<file path="config.mk">
export PLATFORM = sky130hd
export DESIGN_NAME = fetch_sequencer_flat
export DESIGN_NICKNAME = d
export VERILOG_FILES = /design/src/rtl/fetch_sequencer_if.sv /design/src/rtl/fetch_sequencer.sv /design/src/flat_wrapper.sv
export SDC_FILE = /design/constraint.sdc
export NUM_CORES = 1
export LEC_CHECK = 0
export BUFFER_PORTS_ARGS = -buffer_cell sky130_fd_sc_hd__buf_2
export CORE_MARGIN = 1
export CORE_UTILIZATION = 30
export DETAILED_ROUTE_END_ITERATION = 8
export SLEW_MARGIN = 20
export SYNTH_ARGS = -nofsm -noshare
export SYNTH_HDL_FRONTEND = slang
export SYNTH_SLANG_ARGS = --single-unit
</file>
<file path="constraint.sdc">
create_clock -name i_Clk -period 1.7 [get_ports i_Clk]
set_input_delay 0.17 -clock i_Clk [delete_from_list [all_inputs] [get_ports i_Clk]]
set_output_delay 0.17 -clock i_Clk [all_outputs]
set_load 0.01 [all_outputs]
</file>
<file path="src/rtl/fetch_sequencer_if.sv">
// ---------------------------------------------------------------------------
// fetch_sequencer_if
//   Instruction-memory request/ready handshake between the fetch sequencer
//   and the instruction memory.
//
//   req   : request valid, held with a stable addr until ready is seen
//   addr  : request address (the current PC)
//   ready : memory completes the outstanding request this cycle
//
//   master modport : requester side (fetch_sequencer)
//   slave  modport : memory side
// ---------------------------------------------------------------------------
interface fetch_sequencer_if #(
  parameter int ADDRESS_WIDTH = 32
);
  logic                     req;
  logic [ADDRESS_WIDTH-1:0] addr;
  logic                     ready;

  modport master (
    output req,
    output addr,
    input  ready
  );

  modport slave (
    input  req,
    input  addr,
    output ready
  );
endinterface

</file>
<file path="src/rtl/fetch_sequencer.sv">
// ---------------------------------------------------------------------------
// fetch_sequencer
//   Controls the fetch-unit PC register (stall / load / load address), runs
//   the instruction-memory req/ready handshake, arbitrates redirect sources
//   (exception > branch > jump) and squashes wrong-path instructions.
//
// Ports
//   i_Clk, i_Reset_n  clock, asynchronous active-low reset
//   i_PC              current PC from the fetch unit
//   i_Pipe_Stall      downstream cannot accept an instruction this cycle
//   i_Exception       exception redirect request (pulse)
//   i_Branch_Taken    taken-branch redirect request (pulse), i_Branch_Target
//   i_Jump            jump redirect request (pulse), i_Jump_Target
//   imem              instruction-memory handshake (master side)
//   o_Stall           fetch unit: hold PC
//   o_Load            fetch unit: load o_Load_Address into PC
//   o_Load_Address    redirect target (zero when o_Load is low)
//   o_Instr_Valid     fetched word valid for decode this cycle
//   o_Flush           squash IF/ID contents
// ---------------------------------------------------------------------------
module fetch_sequencer #(
  parameter int                       ADDRESS_WIDTH = 32,
  parameter int                       FLUSH_CYCLES  = 2,
  parameter logic [ADDRESS_WIDTH-1:0] EXC_VECTOR    = 'h00000080
) (
  input  logic                     i_Clk,
  input  logic                     i_Reset_n,
  input  logic [ADDRESS_WIDTH-1:0] i_PC,
  input  logic                     i_Pipe_Stall,
  input  logic                     i_Exception,
  input  logic                     i_Branch_Taken,
  input  logic [ADDRESS_WIDTH-1:0] i_Branch_Target,
  input  logic                     i_Jump,
  input  logic [ADDRESS_WIDTH-1:0] i_Jump_Target,
  fetch_sequencer_if.master        imem,
  output logic                     o_Stall,
  output logic                     o_Load,
  output logic [ADDRESS_WIDTH-1:0] o_Load_Address,
  output logic                     o_Instr_Valid,
  output logic                     o_Flush
);

  // Counter only needs to hold FLUSH_CYCLES; keep at least one bit so the
  // FLUSH_CYCLES=0 build still has a legal vector.
  localparam int CNT_W = (FLUSH_CYCLES > 0) ? $clog2(FLUSH_CYCLES + 1) : 1;
  localparam logic [CNT_W-1:0] CNT_LOAD = CNT_W'(FLUSH_CYCLES);
  localparam logic [CNT_W-1:0] CNT_ONE  = CNT_W'(1);

  typedef enum logic [2:0] {
    ST_IDLE     = 3'd0,
    ST_FETCH    = 3'd1,
    ST_DRAIN    = 3'd2,
    ST_REDIRECT = 3'd3,
    ST_FLUSH    = 3'd4
  } state_t;

  state_t                   state_reg;
  logic [ADDRESS_WIDTH-1:0] pend_tgt_reg;
  logic                     pend_exc_reg;
  logic [CNT_W-1:0]         cnt_reg;

  // Registered outputs, decoded from the state being entered.
  logic                     req_reg;
  logic                     stall_reg;
  logic                     load_reg;
  logic [ADDRESS_WIDTH-1:0] load_addr_reg;
  logic                     flush_reg;

  // Redirect arbitration.
  logic                     redirect;
  logic                     win_exc;
  logic [ADDRESS_WIDTH-1:0] win_tgt;
  logic                     pend_exc_eff;
  logic                     pend_we;
  logic [ADDRESS_WIDTH-1:0] pend_tgt_next;
  logic                     pend_exc_next;
  logic                     fetch_ok;

  always_comb begin
    redirect = i_Exception | i_Branch_Taken | i_Jump;
    win_exc  = i_Exception;
    if (i_Exception) begin
      win_tgt = EXC_VECTOR;
    end else if (i_Branch_Taken) begin
      win_tgt = i_Branch_Target;
    end else begin
      win_tgt = i_Jump_Target;
    end

    // The pending target is consumed by the load issued in REDIRECT, so a
    // redirect arriving in that same cycle is never blocked by it.
    pend_exc_eff = (state_reg == ST_REDIRECT) ? 1'b0 : pend_exc_reg;

    // A non-exception must not displace a pending exception.
    pend_we       = redirect & ~(pend_exc_eff & ~win_exc);
    pend_tgt_next = pend_we ? win_tgt : pend_tgt_reg;
    pend_exc_next = pend_we ? win_exc : pend_exc_eff;

    fetch_ok = imem.ready & ~i_Pipe_Stall & ~redirect;
  end

  always_ff @(posedge i_Clk or negedge i_Reset_n) begin
    if (!i_Reset_n) begin
      state_reg     <= ST_IDLE;
      pend_tgt_reg  <= '0;
      pend_exc_reg  <= 1'b0;
      cnt_reg       <= '0;
      req_reg       <= 1'b0;
      stall_reg     <= 1'b1;
      load_reg      <= 1'b0;
      load_addr_reg <= '0;
      flush_reg     <= 1'b0;
    end else begin
      load_reg      <= 1'b0;
      load_addr_reg <= '0;

      case (state_reg)
        ST_IDLE: begin
          // Redirects are ignored during the single idle cycle.
          state_reg <= ST_FETCH;
          req_reg   <= 1'b1;
          stall_reg <= 1'b1;
          flush_reg <= 1'b0;
        end

        ST_FETCH: begin
          if (redirect) begin
            pend_tgt_reg <= pend_tgt_next;
            pend_exc_reg <= pend_exc_next;
            if (imem.ready) begin
              state_reg     <= ST_REDIRECT;
              req_reg       <= 1'b0;
              stall_reg     <= 1'b0;
              load_reg      <= 1'b1;
              load_addr_reg <= pend_tgt_next;
              flush_reg     <= 1'b1;
            end else begin
              // Request is outstanding: hold req/addr until memory answers.
              state_reg <= ST_DRAIN;
              req_reg   <= 1'b1;
              stall_reg <= 1'b1;
              flush_reg <= 1'b0;
            end
          end
        end

        ST_DRAIN: begin
          pend_tgt_reg <= pend_tgt_next;
          pend_exc_reg <= pend_exc_next;
          if (imem.ready) begin
            // Drained word is discarded; go straight to the load.
            state_reg     <= ST_REDIRECT;
            req_reg       <= 1'b0;
            stall_reg     <= 1'b0;
            load_reg      <= 1'b1;
            load_addr_reg <= pend_tgt_next;
            flush_reg     <= 1'b1;
          end
        end

        ST_REDIRECT: begin
          if (redirect) begin
            // Reissue the load next cycle towards the newer target.
            pend_tgt_reg  <= pend_tgt_next;
            pend_exc_reg  <= pend_exc_next;
            req_reg       <= 1'b0;
            stall_reg     <= 1'b0;
            load_reg      <= 1'b1;
            load_addr_reg <= pend_tgt_next;
            flush_reg     <= 1'b1;
          end else begin
            pend_exc_reg <= 1'b0;
            if (FLUSH_CYCLES == 0) begin
              state_reg <= ST_FETCH;
              req_reg   <= 1'b1;
              stall_reg <= 1'b1;
              flush_reg <= 1'b0;
            end else begin
              state_reg <= ST_FLUSH;
              cnt_reg   <= CNT_LOAD;
              req_reg   <= 1'b0;
              stall_reg <= 1'b1;
              flush_reg <= 1'b1;
            end
          end
        end

        ST_FLUSH: begin
          if (redirect) begin
            pend_tgt_reg  <= pend_tgt_next;
            pend_exc_reg  <= pend_exc_next;
            state_reg     <= ST_REDIRECT;
            req_reg       <= 1'b0;
            stall_reg     <= 1'b0;
            load_reg      <= 1'b1;
            load_addr_reg <= pend_tgt_next;
            flush_reg     <= 1'b1;
          end else if (cnt_reg <= CNT_ONE) begin
            state_reg <= ST_FETCH;
            req_reg   <= 1'b1;
            stall_reg <= 1'b1;
            flush_reg <= 1'b0;
          end else begin
            cnt_reg <= cnt_reg - CNT_ONE;
          end
        end

        default: begin
          state_reg <= ST_IDLE;
          req_reg   <= 1'b0;
          stall_reg <= 1'b1;
          flush_reg <= 1'b0;
        end
      endcase
    end
  end

  // In FETCH the stall/valid decision depends on this cycle's ready, stall
  // and redirect inputs, so those two outputs bypass the registers there.
  assign o_Stall        = (state_reg == ST_FETCH) ? ~fetch_ok : stall_reg;
  assign o_Instr_Valid  = (state_reg == ST_FETCH) & fetch_ok;
  assign o_Load         = load_reg;
  assign o_Load_Address = load_addr_reg;
  assign o_Flush        = flush_reg;
  assign imem.req       = req_reg;
  assign imem.addr      = i_PC;

endmodule

</file>
<file path="src/flat_wrapper.sv">
// flat-port wrapper written by rule: the top's interface ports become plain ports
module fetch_sequencer_flat 
#(
  parameter int                       ADDRESS_WIDTH = 32,
  parameter int                       FLUSH_CYCLES  = 2,
  parameter logic [ADDRESS_WIDTH-1:0] EXC_VECTOR    = 'h00000080
)
  (i_Clk, i_Reset_n, i_PC, i_Pipe_Stall, i_Exception, i_Branch_Taken, i_Branch_Target, i_Jump, i_Jump_Target, o_Stall, o_Load, o_Load_Address, o_Instr_Valid, o_Flush, imem_req, imem_addr, imem_ready);
  fetch_sequencer_if #(.ADDRESS_WIDTH(ADDRESS_WIDTH)) imem_i ();
  input  logic i_Clk;
  input  logic i_Reset_n;
  input  logic [ADDRESS_WIDTH-1:0] i_PC;
  input  logic i_Pipe_Stall;
  input  logic i_Exception;
  input  logic i_Branch_Taken;
  input  logic [ADDRESS_WIDTH-1:0] i_Branch_Target;
  input  logic i_Jump;
  input  logic [ADDRESS_WIDTH-1:0] i_Jump_Target;
  output logic o_Stall;
  output logic o_Load;
  output logic [ADDRESS_WIDTH-1:0] o_Load_Address;
  output logic o_Instr_Valid;
  output logic o_Flush;
  output wire logic [$bits(imem_i.req)-1:0] imem_req;
  output wire logic [$bits(imem_i.addr)-1:0] imem_addr;
  input wire logic [$bits(imem_i.ready)-1:0] imem_ready;
  assign imem_req = imem_i.req;
  assign imem_addr = imem_i.addr;
  assign imem_i.ready = imem_ready;
  fetch_sequencer #(.ADDRESS_WIDTH(ADDRESS_WIDTH), .FLUSH_CYCLES(FLUSH_CYCLES), .EXC_VECTOR(EXC_VECTOR)) u_core (.i_Clk(i_Clk), .i_Reset_n(i_Reset_n), .i_PC(i_PC), .i_Pipe_Stall(i_Pipe_Stall), .i_Exception(i_Exception), .i_Branch_Taken(i_Branch_Taken), .i_Branch_Target(i_Branch_Target), .i_Jump(i_Jump), .i_Jump_Target(i_Jump_Target), .imem(imem_i), .o_Stall(o_Stall), .o_Load(o_Load), .o_Load_Address(o_Load_Address), .o_Instr_Valid(o_Instr_Valid), .o_Flush(o_Flush));
endmodule
</file>
==> run_results.csv, run 1 <==
group,metric,value,unit
status,status,"finished, violations left",
status,violations,"setup timing",
power,p_int,5.34,mW
logic_synthesis,yosys.area.top_type,"dfrtp_1",
power,combPwrFrac,0.419,
global_route,grt_pass1_wl,14.0,mm
floorplan,die_width,115,um
logic_synthesis,synthCells,383,
timing,rsz0062_at_grt,"true",
placement,numPortBuffers,107,
clock_network,cts_tree,"built",
clock_network,clkLatencyLatePin,0.33,ns
drt,drc_errors,0,
power,clkPwrFrac,0.248,
timing,finalHoldViolCount,0,
drt,vias_per_cell,4.57,
clock_network,clk_path_buf_depth,2,
clock_network,htreeDepth,3,
power,p_sw_frac,0.338,
floorplan,core-area,12200,um^2
clock_network,cts_buffers,9,
logic_synthesis,syn_area,3820,um^2
timing,fin_crit,1.75,ns
min_path,min_from,"i_Exception",
global_route,grt_max_degree,34,
min_path,hp-class,"in2reg",
timing,tightest_slew,0.446,ns
clock_network,cts_root_buffer,"clkbuf_16",
timing,fmax,0.571,GHz
setup_path,start_kind,"flip-flop",
setup_path,worstSetupPathType,"reg2out",
logic_synthesis,synthTopCellsByArea,"dfrtp_1 (48%), mux2_2 (9.7%), mux2i_1 (8.1%)",
setup_path,reg2reg_from,"u_core.state_reg[2]",
placement,place_congestion,0.780,
timing,maxSlewViolCount,0,
layout,synthToLayoutAreaGrowth,38.2,%
power,power.total,8.07,mW
logic_synthesis,avgSynthCellArea,9.96,um^2
logic_synthesis,synth_ff_type,"dfrtp_1",
logic_synthesis,synth.distinct_cells,37,
logic_synthesis,synth_top_cells_by_count,"dfrtp_1 (73), nand2_1 (64), nor2_1 (44)",
floorplan,dieArea,13200,um^2
floorplan,rows,40,
drt,num_vias,3012,
floorplan,die_y,115,um
logic_synthesis,synth_top_cell_area_share,0.479,
logic_synthesis,synth-seq-cells,74,
setup_path,required,1.53,ns
power,peakVddDrop,0.778,mV
layout,fin_cells,659,
floorplan,num_io_pins,172,
timing,whs,0.197,ns
layout,fillers,1191,
logic_synthesis,synth_edf_count,0,
global_route,grt.total_usage,0.136,
timing,finalClockSkew,0.00613,ns
drt,wl_per_cell,14.1,um
global_route,grt_pass1_vias,2959,
setup_path,worstSetupStartpoint,"u_core.state_reg[2]",
power,netSwitchingPower,2.73,mW
global_route,antenna_found_initial,0,
placement,dpl.cell_count,625,
timing,setup_tns,-1.73,ns
timing,finalWorstSetupSlack,-0.0517,ns
drt,drtPass1Iterations,4,
logic_synthesis,yosys_warnings,0,
drt,ant_nets,0,
layout,num_antenna_cells,0,
layout,final_nets,590,
power,seqPwrFrac,0.332,
drt,dr.first_iter.drc_count,91,
placement,hpwl,5.97,mm
run,cap_violations,0,
timing,max_slew_margin,0.703,
floorplan,initial_utilization,0.313,
logic_synthesis,ys_seq_area_frac,0.486,
power,cellPowerDensity,1530,nW/um^2
drt,totalWireLength,9.29,mm
power,p_leak,2.66,nW
setup_path,cp-end-kind,"output port",
timing,finalCritPeriodShare,1.03,
clock_network,clkTransAtPathRegs,0.06,ns
global_route,overflow,0,
logic_synthesis,synth.most_common_cell,"dfrtp_1",
clock_network,cts.sinks,74,
logic_synthesis,async_flop_share,1.00,
timing,setup_viol,64,
setup_path,cp_max_fo,4,
layout,drive_gt1_frac,0.515,
setup_path,critical_path_arrival,1.58,ns
logic_synthesis,synth_nets,487,
critical path, stage by stage (launching register included):
cell and delay (ns):
dfrtp_1 0.39, buf_6 0.14, nor3_4 0.21, buf_4 0.14
and4b_1 0.21, nor2_1 0.04, buf_2 0.13
metal layers:
layer | global-route usage | up-vias | share of wire
met5 | 0 | - | 0
met4 | 0.0433 | 0 | 0.013
met3 | 0.0369 | 13 | 0.055
met2 | 0.241 | 93 | 0.50
met1 | 0.161 | 1447 | 0.43
li1 | - | 1459 | -
repair_timing:
action / CTS / global route
hold endpoints to repair: 31 / 0
pin swaps: 5 / 24
resized for setup: 6 / 67
gates cloned: 0 / 5
hold buffers: 1 / 0
buffers inserted: 7 / 5
endpoints found under the setup margin: 2 / 69
layout by cell type (no fill, tap or decap), types with 3 or more instances in the layout:
cell type and count:
buf_2 106, dfrtp_1 72, nor2_1 42, nand2_1 41
mux2i_1 31, mux2_2 31, buf_4 22, a21oi_1 21
a21oi_2 17, clkbuf_16 14, nand2_2 12, nand2_4 11
buf_6 9, buf_12 6, nor3_4 3, inv_1 3
cells by family after synthesis:
logic type / share of synthesized area
simple gates: 0.137
flops: 0.486
mux: 0.182
buf+inv: 0.103
compound gates: 0.0866
xor+xnor: 0.00230
fa+ha+maj: 0.00328
path summary, 6_finish.rpt:
| check | end | slack, ns | cells after the start |
|---|---|---|---|
| setup reg to reg | u_core.o_Load_Address[23] | -0.05 | 8 |
| min in group asynchronous | u_core.o_Load_Address[27] | 0.34 | 2 |
| max in group asynchronous | u_core.stall_reg | 0.75 | 3 |
| hold / removal | u_core.pend_exc_reg | 0.20 | 3 |
| hold reg to reg | u_core.stall_reg | 0.49 | 2 |
| setup / recovery | o_Stall | -0.05 | 6 |
stage by stage:
step	instance area, um^2	setup slack (ns)	util
2_1_floorplan	3840	0.0279	-
3_3_place_gp	4480	0.0168	0.367
3_5_place_dp	4480	-0.0163	0.367
4_1_cts	4880	-0.0571	0.399
5_1_grt	5270	-0.129	0.432
6_report	5270	-0.0517	0.432
power by group through the flow:
stage / Combinational (mW) / Sequential [mW] / Clock, mW
finish: 3.39 / 2.68 / 2.01
global route: 3.66 / 2.75 / 2.15
CTS: 2.75 / 2.62 / 2.06
detailed placement: 2.62 / 2.64 / 0
global placement: 2.57 / 2.63 / 0
floorplan: 1.55 / 2.73 / 0
cell type report:
type                            instances  area (um^2)  share of cell area
Clock buffer                            9          225              0.0427
Clock inverter                          7         93.8              0.0178
Inverter                                4         15.0             0.00285
Multi-Input combinational cell        248         1820               0.346
Sequential cell                        74         1850               0.352
Tap cell                              168          210              0.0399
Timing Repair Buffer                  149         1050               0.200
(Power assumes the default switching activity.)
==> inputs of run 2 (changes only) <==
==> constraint.sdc (replaced) <==
create_clock -name i_Clk -period 1.9 [get_ports i_Clk]
set_input_delay 0.19 -clock i_Clk [delete_from_list [all_inputs] [get_ports i_Clk]]
set_output_delay 0.19 -clock i_Clk [all_outputs]
set_load 0.01 [all_outputs]
==> run 2 against run 1 <==
The flow now finishes without violations. Non-clock buffer count fell by 20. Register-to-register slack gained 0.15 ns. Die area unchanged. Clock-buffer cell count unchanged. Critical path depth shrank 2. Sequential share of layout area rose by 4.0 points. Combinational power shrank 35%. Cell area shrank 10%. Final cell count decreased by 3.0%. Largest cell class unchanged.
==> run_results.csv, run 2 (synthesized netlist as in run 1, its figures left out) <==
group,metric,value,unit
floorplan,initial_utilization,0.313,
placement,numPortBuffers,107,
drt,num_vias,2936,
timing,setup_viol,0,
timing,setup_tns,0,ns
global_route,grt.total_usage,0.138,
drt,vias_per_cell,4.59,
placement,place_congestion,0.852,
setup_path,start_kind,"flip-flop",
layout,layout_common_cells,"buf_2 (106), dfrtp_1 (73), nand2_1 (64)",
timing,finalHoldViolCount,0,
setup_path,worstSetupPathType,"reg2reg",
clock_network,cts_buffers,9,
timing,fin_crit,1.80,ns
timing,finalClockSkew,0.00682,ns
setup_path,cp_max_fo,4,
run,cap_violations,0,
layout,area.sequential,1850,um^2
floorplan,die_y,115,um
status,status,"complete, no violations",
floorplan,dieArea,13200,um^2
layout,final_nets,570,
clock_network,cts.sinks,74,
clock_network,cts_tree,"built",
timing,whs,0.260,ns
timing,maxSlewViolCount,0,
layout,multiInputGateArea,1600,um^2
placement,hpwl,5.94,mm
timing,tightest_slew,0.475,ns
drt,ant_nets,0,
floorplan,die_width,115,um
layout,drive_gt1_frac,0.393,
drt,totalWireLength,8.54,mm
clock_network,post_cts_buffers,0,
clock_network,clkTransAtPathRegs,0.06,ns
floorplan,num_io_pins,172,
layout,num_antenna_cells,0,
global_route,antenna_found_initial,0,
global_route,overflow,0,
global_route,grt_pass1_vias,2837,
setup_path,cp-end-kind,"flip-flop",
timing,finalCritPeriodShare,0.947,
layout,synthToLayoutAreaGrowth,24.1,%
min_path,hold-path-cell-count,3,
power,peakVddDrop,0.531,mV
global_route,grt_max_degree,42,
setup_path,r2r_cells,4,
floorplan,core-area,12200,um^2
clock_network,clk_path_buf_depth,2,
timing,max_slew_margin,0.684,
power,cellPowerDensity,1330,nW/um^2
timing,fmax,0.556,GHz
drt,dr.first_iter.drc_count,233,
timing,rsz0062_at_grt,"false",
layout,layout_commonest_cell,"buf_2",
layout,finish.utilization,0.388,
drt,drtPass1Iterations,4,
clock_network,clkLatencyLatePin,0.33,ns
power,p_leak,2.37,nW
setup_path,critical_path_arrival,2.01,ns
min_path,hp-class,"in2reg",
layout,fillers,1244,
clock_network,htreeDepth,3,
floorplan,rows,40,
clock_network,cts_root_buffer,"clkbuf_16",
drt,wl_per_cell,13.4,um
setup_path,required,2.11,ns
global_route,grt_pass1_wl,13.9,mm
drt,drc_errors,0,
## run 2: final timing paths
check	startpoint	endpoint	slack [ns]
worst max-delay path	u_core.state_reg[0]	u_core.o_Flush	0.10
worst min-delay path	i_Branch_Target[7]	u_core.pend_tgt_reg[7]	0.26
worst max register to register	u_core.state_reg[0]	u_core.o_Flush	0.10
worst min register to register	u_core.pend_tgt_reg[6]	u_core.pend_tgt_reg[6]	0.50
max in group asynchronous	i_Reset_n	u_core.stall_reg	0.90
min in group asynchronous	i_Reset_n	u_core.o_Load_Address[29]	0.36
## run 2: cell type report
cell class,instances,share of cell area
clock buffers,9,0.0476
clock inverters,7,0.0198
inverters,4,0.00317
multi-input cells,248,0.339
flip-flops and latches,74,0.391
well taps,168,0.0444
repair buffers,129,0.155
## run 2: what timing repair did
item                                   in CTS  in global routing
endpoints found under the hold margin      33                  0
hold buffers                                1                  0
setup endpoints to repair                   1                 19
resized for setup                           1                  2
## run 2: worst max-delay path, cell delays in order (launching register included)
cell and delay (ns):
dfrtp_1 0.37, or3b_2 0.52, nor3_1 0.27, a221o_2 0.19, mux2_2 0.33
## run 2: through the flow
stage	worst slack (ns)	cells	cell area, um^2	total power, mW
after floorplan	0.0956	383	3820	3.83
after global placement	0.170	622	4390	4.49
after detailed placement	0.120	622	4390	4.56
after CTS	0.0865	639	4720	6.39
after global routing	0.00777	639	4730	6.74
final	0.102	639	4730	6.32
## run 2: power breakdown
part | internal, mW | switching (mW) | leakage (nW)
Combinational | 0.991 | 1.23 | 1.27
Clock | 1.15 | 0.634 | 0.151
Sequential | 2.11 | 0.204 | 0.955
Total | 4.25 | 2.07 | 2.37
## run 2: routing by layer
layer / global-route usage / wire length, um
met5: 0 / 0
met4: 0.0511 / 147
met3: 0.0364 / 632
met2: 0.222 / 3940
met1: 0.177 / 3820
